`config.mk`:
```
export PLATFORM = sky130hd
export DESIGN_NAME = ahb_burst_master
export DESIGN_NICKNAME = d
export VERILOG_FILES = /design/src/rtl/ahb_burst_master.sv
export SDC_FILE = /design/constraint.sdc
export NUM_CORES = 1
export LEC_CHECK = 0
export CAP_MARGIN = 5
export CORE_MARGIN = 3
export CORE_UTILIZATION = 40
export CTS_CLUSTER_SIZE = 40
export DETAILED_ROUTE_END_ITERATION = 10
export GPL_ROUTABILITY_DRIVEN = 1
export MAX_ROUTING_LAYER = met4
export PLACE_DENSITY = 0.68
export SYNTH_ARGS = -nofsm -noshare
export SYNTH_HDL_FRONTEND = slang
export SYNTH_SLANG_ARGS = --single-unit
```
`constraint.sdc`:
```
create_clock -name clk -period 2.5 [get_ports clk]
set_input_delay 0.5 -clock clk [delete_from_list [all_inputs] [get_ports clk]]
set_output_delay 0.5 -clock clk [all_outputs]
set_load 0.005 [all_outputs]
```
`src/rtl/ahb_burst_master.sv`:
```
// AHB-Lite burst master: turns a command/write-data stream into SINGLE/INCR/WRAP bursts.
// Define AHB_BURST_WRAP_EN to build wrapping bursts; otherwise WRAP codes run as INCR.
module ahb_burst_master (
    input  logic        clk,
    input  logic        hreset_n,
    input  logic        cmd_valid,
    output logic        cmd_ready,
    input  logic        cmd_write,
    input  logic [31:0] cmd_addr,
    input  logic [2:0]  cmd_burst,
    input  logic        wdata_valid,
    output logic        wdata_ready,
    input  logic [31:0] wdata,
    output logic        rdata_valid,
    output logic [31:0] rdata,
    output logic        err,
    output logic [1:0]  htrans,
    output logic [31:0] haddr,
    output logic        hwrite,
    output logic [2:0]  hburst,
    output logic [2:0]  hsize,
    output logic [6:0]  hprot,
    output logic        hmastlock,
    output logic [31:0] hwdata,
    input  logic        hready,
    input  logic [31:0] hrdata,
    input  logic        hresp
);
    localparam logic [1:0] HT_IDLE = 2'b00, HT_BUSY = 2'b01, HT_NSEQ = 2'b10, HT_SEQ = 2'b11;

    typedef enum logic [1:0] {S_IDLE, S_BURST, S_DRAIN} state_t;

    state_t      r_state;
    logic        r_live;
    logic [1:0]  r_htrans;
    logic [31:0] r_haddr, r_addr, r_hwdata, r_wbuf, r_rdata;
    logic        r_hwrite, r_dwrite, r_dphase, r_first, r_rdata_valid, r_err;
    logic [2:0]  r_hburst;
    logic [3:0]  r_left;

    logic [31:0] w_a0, w_a0_next, w_addr_next;
    logic [2:0]  w_cmd_hburst;
    logic [3:0]  w_cmd_beats;
    logic        w_incr, w_accept, w_slot, w_issue_cmd, w_issue_seq, w_err1;

`ifdef AHB_BURST_WRAP_EN
    typedef enum logic [1:0] {M_INCR, M_WRAP4, M_WRAP8} mode_t;
    mode_t w_cmd_mode, r_mode;

    // Wrapping only touches the beat-index bits; upper address bits are held.
    function automatic logic [31:0] f_next(input logic [31:0] a, input mode_t m);
        case (m)
            M_WRAP4: return {a[31:4], a[3:2] + 2'd1, 2'b00};
            M_WRAP8: return {a[31:5], a[4:2] + 3'd1, 2'b00};
            default: return a + 32'd4;
        endcase
    endfunction

    assign w_a0_next   = f_next(w_a0, w_cmd_mode);
    assign w_addr_next = f_next(r_addr, r_mode);
    assign w_incr      = (r_mode == M_INCR);

    always_ff @(posedge clk or negedge hreset_n) begin
        if (!hreset_n)     r_mode <= M_INCR;
        else if (w_accept) r_mode <= w_cmd_mode;
    end
`else
    assign w_a0_next   = w_a0 + 32'd4;
    assign w_addr_next = r_addr + 32'd4;
    assign w_incr      = 1'b1;
`endif

    always_comb begin
        w_cmd_hburst = 3'b000;
        w_cmd_beats  = 4'd1;
`ifdef AHB_BURST_WRAP_EN
        w_cmd_mode   = M_INCR;
`endif
        case (cmd_burst)
`ifdef AHB_BURST_WRAP_EN
            3'b010: begin w_cmd_hburst = 3'b010; w_cmd_beats = 4'd4; w_cmd_mode = M_WRAP4; end
            3'b100: begin w_cmd_hburst = 3'b100; w_cmd_beats = 4'd8; w_cmd_mode = M_WRAP8; end
`else
            3'b010: begin w_cmd_hburst = 3'b011; w_cmd_beats = 4'd4; end
            3'b100: begin w_cmd_hburst = 3'b101; w_cmd_beats = 4'd8; end
`endif
            3'b011: begin w_cmd_hburst = 3'b011; w_cmd_beats = 4'd4; end
            3'b101: begin w_cmd_hburst = 3'b101; w_cmd_beats = 4'd8; end
            default: ;
        endcase
    end

    assign w_a0        = cmd_addr & 32'hFFFF_FFFC;
    // A new command may only start once no data phase (or error response) is outstanding.
    assign cmd_ready   = r_live && (r_state == S_IDLE || (r_state == S_DRAIN && hready && !hresp));
    assign w_accept    = cmd_ready && cmd_valid;
    assign w_slot      = (r_state == S_BURST) && hready && (r_left != 4'd0);
    assign w_issue_cmd = w_accept && (!cmd_write || wdata_valid);
    assign w_issue_seq = w_slot && (!r_hwrite || wdata_valid);
    assign wdata_ready = (w_accept && cmd_write && wdata_valid) || (w_slot && r_hwrite && wdata_valid);
    assign w_err1      = r_dphase && hresp && !hready;

    always_ff @(posedge clk or negedge hreset_n) begin
        if (!hreset_n) begin
            r_state       <= S_IDLE;
            r_live        <= 1'b0;
            r_htrans      <= HT_IDLE;
            r_haddr       <= '0;
            r_addr        <= '0;
            r_hwrite      <= 1'b0;
            r_hburst      <= '0;
            r_hwdata      <= '0;
            r_wbuf        <= '0;
            r_rdata       <= '0;
            r_rdata_valid <= 1'b0;
            r_dwrite      <= 1'b0;
            r_dphase      <= 1'b0;
            r_first       <= 1'b0;
            r_left        <= '0;
            r_err         <= 1'b0;
        end else begin
            r_live        <= 1'b1;
            r_rdata_valid <= 1'b0;
            if (hready) r_dphase <= r_htrans[1];
            if (r_htrans[1] && hready) begin
                r_dwrite <= r_hwrite;
                if (r_hwrite) r_hwdata <= r_wbuf;
            end
            if (wdata_ready) r_wbuf <= wdata;
            if (r_dphase && hready && !hresp && !r_dwrite) begin
                r_rdata_valid <= 1'b1;
                r_rdata       <= hrdata;
            end

            if (w_err1) begin
                // First error cycle: drop the rest of the burst, wait out the second cycle.
                r_htrans <= HT_IDLE;
                r_left   <= '0;
                r_err    <= 1'b1;
                r_state  <= S_DRAIN;
            end else if (w_accept) begin
                r_err    <= 1'b0;
                r_hwrite <= cmd_write;
                r_hburst <= w_cmd_hburst;
                r_haddr  <= w_a0;
                r_htrans <= w_issue_cmd ? HT_NSEQ : HT_IDLE;
                r_addr   <= w_issue_cmd ? w_a0_next : w_a0;
                r_left   <= w_issue_cmd ? w_cmd_beats - 4'd1 : w_cmd_beats;
                r_first  <= !w_issue_cmd;
                r_state  <= S_BURST;
            end else begin
                case (r_state)
                    S_BURST: if (hready) begin
                        if (r_left == 4'd0) begin
                            r_htrans <= HT_IDLE;
                            r_state  <= S_DRAIN;
                        end else begin
                            r_haddr <= r_addr;
                            if (w_issue_seq) begin
                                r_htrans <= (r_first || (w_incr && r_addr[9:0] == 10'd0)) ? HT_NSEQ : HT_SEQ;
                                r_addr   <= w_addr_next;
                                r_left   <= r_left - 4'd1;
                                r_first  <= 1'b0;
                            end else begin
                                r_htrans <= r_first ? HT_IDLE : HT_BUSY;
                            end
                        end
                    end
                    S_DRAIN: if (hready) r_state <= S_IDLE;
                    default: ;
                endcase
            end
        end
    end

    assign htrans      = r_htrans;
    assign haddr       = r_haddr;
    assign hwrite      = r_hwrite;
    assign hburst      = r_hburst;
    assign hwdata      = r_hwdata;
    assign hsize       = 3'b010;
    assign hprot       = 7'b0000001;
    assign hmastlock   = 1'b0;
    assign rdata       = r_rdata;
    assign rdata_valid = r_rdata_valid;
    assign err         = r_err;
endmodule

```
==> metrics <==
status=finished, violations left; failing checks=hold timing; CTS tree=yes; pin count of the biggest net entering global routing=73; Bufs and invs on worst path=1; ys async rst share=100.0%; initial core utilization=40.85%; hold buffers post-CTS=0; Placement Rows=53; post-synthesis average cell area=10.87 µm²; Post-synth EDFFs=0; DRC viols=0; Mapped Area=a little under 0.009 mm²; CP Max Fanout=3; post-synthesis cell count=795; CP Data Arrival Time=1.99 ns; crit path time final=2.490 ns; WS Path Type=reg2out; VDD IR max=0.5998 mV; switching share of power=32.99%; Max Cap Violations=0; drt first-iter violations=448; Finish-stage setup viols=0; f_max=401.5 MHz; vias in the first global route=6867; Final Util=57.24%; Hold Fails Final Rpt=3; P_leak=5.283 nW; DRT antenna net count=0; fill count=approximately 1800; drt total wl=between 20 and 25 mm; Worst-Skew Late Latency=0.44 ns; vias=6920; core area=0.02115 mm²; I/O pin count=223; fin crit share=about 100%; Num Clock Sinks=roughly 180; ant diodes=0; power per cell area=1068 mW/mm²; Area Overhead vs Synth=40.12%; compound-gate portion of the synthesized area=9.977%; WHS=-0.001859 ns; Clock Root Buffer=clkbuf_16; main area contributors after synthesis=dfrtp_1, mux2_2, mux2_4; part of the power in combinational logic=39.6%; crit-path cells=ha_4 > and3b_4 > o21a_1 > and2_4 > a22oi_2 > nor2b_4 > buf_2; top_reg_cell synth=dfrtp_1; startpoint types=flop; Pint=8.666 mW; critical path data required time=2.00 ns; Yosys warning total=0; worst stage delay on the critical path=0.43 ns; CP top delay family=flip-flops; leading area contributor after synthesis=dfrtp_1; post-synthesis mux area share=16.68%; r2r setup slk=0.17 ns; Detailed Routing Iterations Pass 1=5; global-route usage over all layers=20.01%; final total power=12.93 mW; Multi-input gate area=roughly 0.004 mm²; Synth cell types=57; Final #Nets=1159; initial antenna violation count=0; H-tree depth=4; worst-margin pin slew=slightly below 0.6 ns; TritonCTS Buffers=17; Hold/Removal Path Class=in2async; Pins Over Slew Limit=0; area share of the largest cell type after synthesis=50.68%; CTS Buffer Depth=2; post-synthesis adder-cell area fraction=1.448%; Final GP Congestion=0.8505; synthesis-stage register bit count=175; Setup Skew=roughly 0.016 ns; Post-DP HPWL=roughly 16 mm; number of port buffers=208; first-pass GRT wire length=36.89 mm; simple-gate portion of the synthesized area=13.65%; Die Ht=153.0 µm; endpoint type of the worst setup path=output pin; routed length per placed instance=17.10 µm; unrepaired setup endpoints after global routing=yes; Die X=153.0 µm; full die area=0.02340 mm²; remaining global-route overflow=0; register area share after synthesis=a little over 50%; share of cells above drive strength 1=20.64%; sequential cell area=0.004379 mm²; largest family of logic cells by synthesized area=multiplexers; Net Switching=4.267 mW; via-per-instance ratio=5.199; slew margin rel.=slightly above 60%; crit path max-delay cell type=dfrtp_1; Clk pwr share=21.0%; XOR/XNOR Fraction of Synth Area=3.041%; clock transition at the registers of the reported paths=roughly 0.08 ns; Seq pwr share=39.5%
metal layers:
layer / up-vias / part of all wire (%) / track usage [%]
met1: 3386 / 45 / 26.20
met4: 0 / 1.5 / 5.855
met5: - / 0 / -
li1: 3301 / - / -
met2: 211 / 49 / 32.29
met3: 22 / 5.0 / 3.369
repair_timing:
| action | CTS | global route |
|---|---|---|
| pin swaps | 1 | 0 |
| endpoints found under the setup margin | 2 | 2 |
| setup buffers | 0 | 0 |
| resized for setup | 9 | 1 |
cells by family after synthesis:
| logic type | after synthesis |
|---|---|
| multiplexers | 121 |
| buffers and inverters | 73 |
| adder cells (fa/ha/maj) | 10 |
| XOR/XNOR | 30 |
| AND/OR/NAND/NOR | 236 |
| other | 2 |
| AO/OA/AOI/OAI | 148 |
| flip-flops | 175 |
per-stage QoR:
stage	std cells	hold WS [ns]	instance area, µm²	worst slack, ns	setup TNS (ns)
final	1331	-0.001859	12110	0.009603	0
after global routing	1331	0.02435	12110	-0.08194	-0.08194
after CTS	1331	0.007876	12110	-0.002054	-0.002054
after detailed placement	1299	0.4691	11490	-0.3182	-6.990
after global placement	1299	0.4644	11490	-0.3181	-5.446
after floorplan	805	0.2044	8678	0.2569	0
cells in the mapped netlist, types with 8 or more instances:
cell,n
a21oi_1,46
dfrtp_1,175
ha_1,10
and2_1,8
nand3_1,28
mux2_4,29
buf_2,15
inv_1,14
xor2_1,9
a211oi_1,11
o21ai_0,59
nand4_1,20
buf_4,12
xnor2_1,21
mux2_2,68
mux2i_1,24
nor3_1,17
and3_1,15
nand2_1,80
nor2_1,39
clkbuf_1,25
state kept, by name (all words and copies together) (netlist names):
name,flops
r_addr,30
r_wbuf,32
r_state,2
htrans,2
rdata,32
rdata_valid,1
r_dwrite,1
r_live,1
hwrite,1
hwdata,32
hburst,3
r_first,1
haddr,31
r_dphase,1
err,1
r_left,4
layout by cell type, fill, tap and decap left out, drive strengths merged, types with 20 or more instances in the layout:
master,count
clkdlybuf4s50,205
nand3,28
o21ai,60
a21oi,46
nand2,80
buf,72
nor2,40
mux2,97
dfrtp,175
mux2i,24
xnor2,21
inv,22
nand4,20
power by group through the flow:
| stage | Combinational [mW] | Clock [mW] | Sequential (mW) |
|---|---|---|---|
| 2_1_floorplan | 2.43 | 0 | 4.97 |
| 3_3_place_gp | 5.02 | 0 | 5.09 |
| 3_5_place_dp | 5.14 | 0 | 5.14 |
| 4_1_cts | 5.18 | 2.77 | 5.11 |
| 5_1_grt | 5.59 | 2.88 | 5.31 |
| 6_report | 5.12 | 2.71 | 5.11 |
final cells by class:
cell class,instances,share of cell area [%]
timing repair buffer,278,22.63
multi-input combinational,557,32.90
tap,275,2.842
sequential,175,36.17
inverter,14,0.4340
clock inverter,15,1.509
clock buffer,17,3.513
worst paths after layout:
check,startpoint,end,cells past startpoint
setup reg to reg,r_state[1],r_addr[19],9
max in group asynchronous,hreset_n,hwdata[25],2
min in group clk,haddr[28],haddr[28],2
hold / removal,hreset_n,rdata[11],1
setup / recovery,r_state[1],wdata_ready,7
hold reg to reg,haddr[28],haddr[28],2
(Power assumes the default switching activity.)
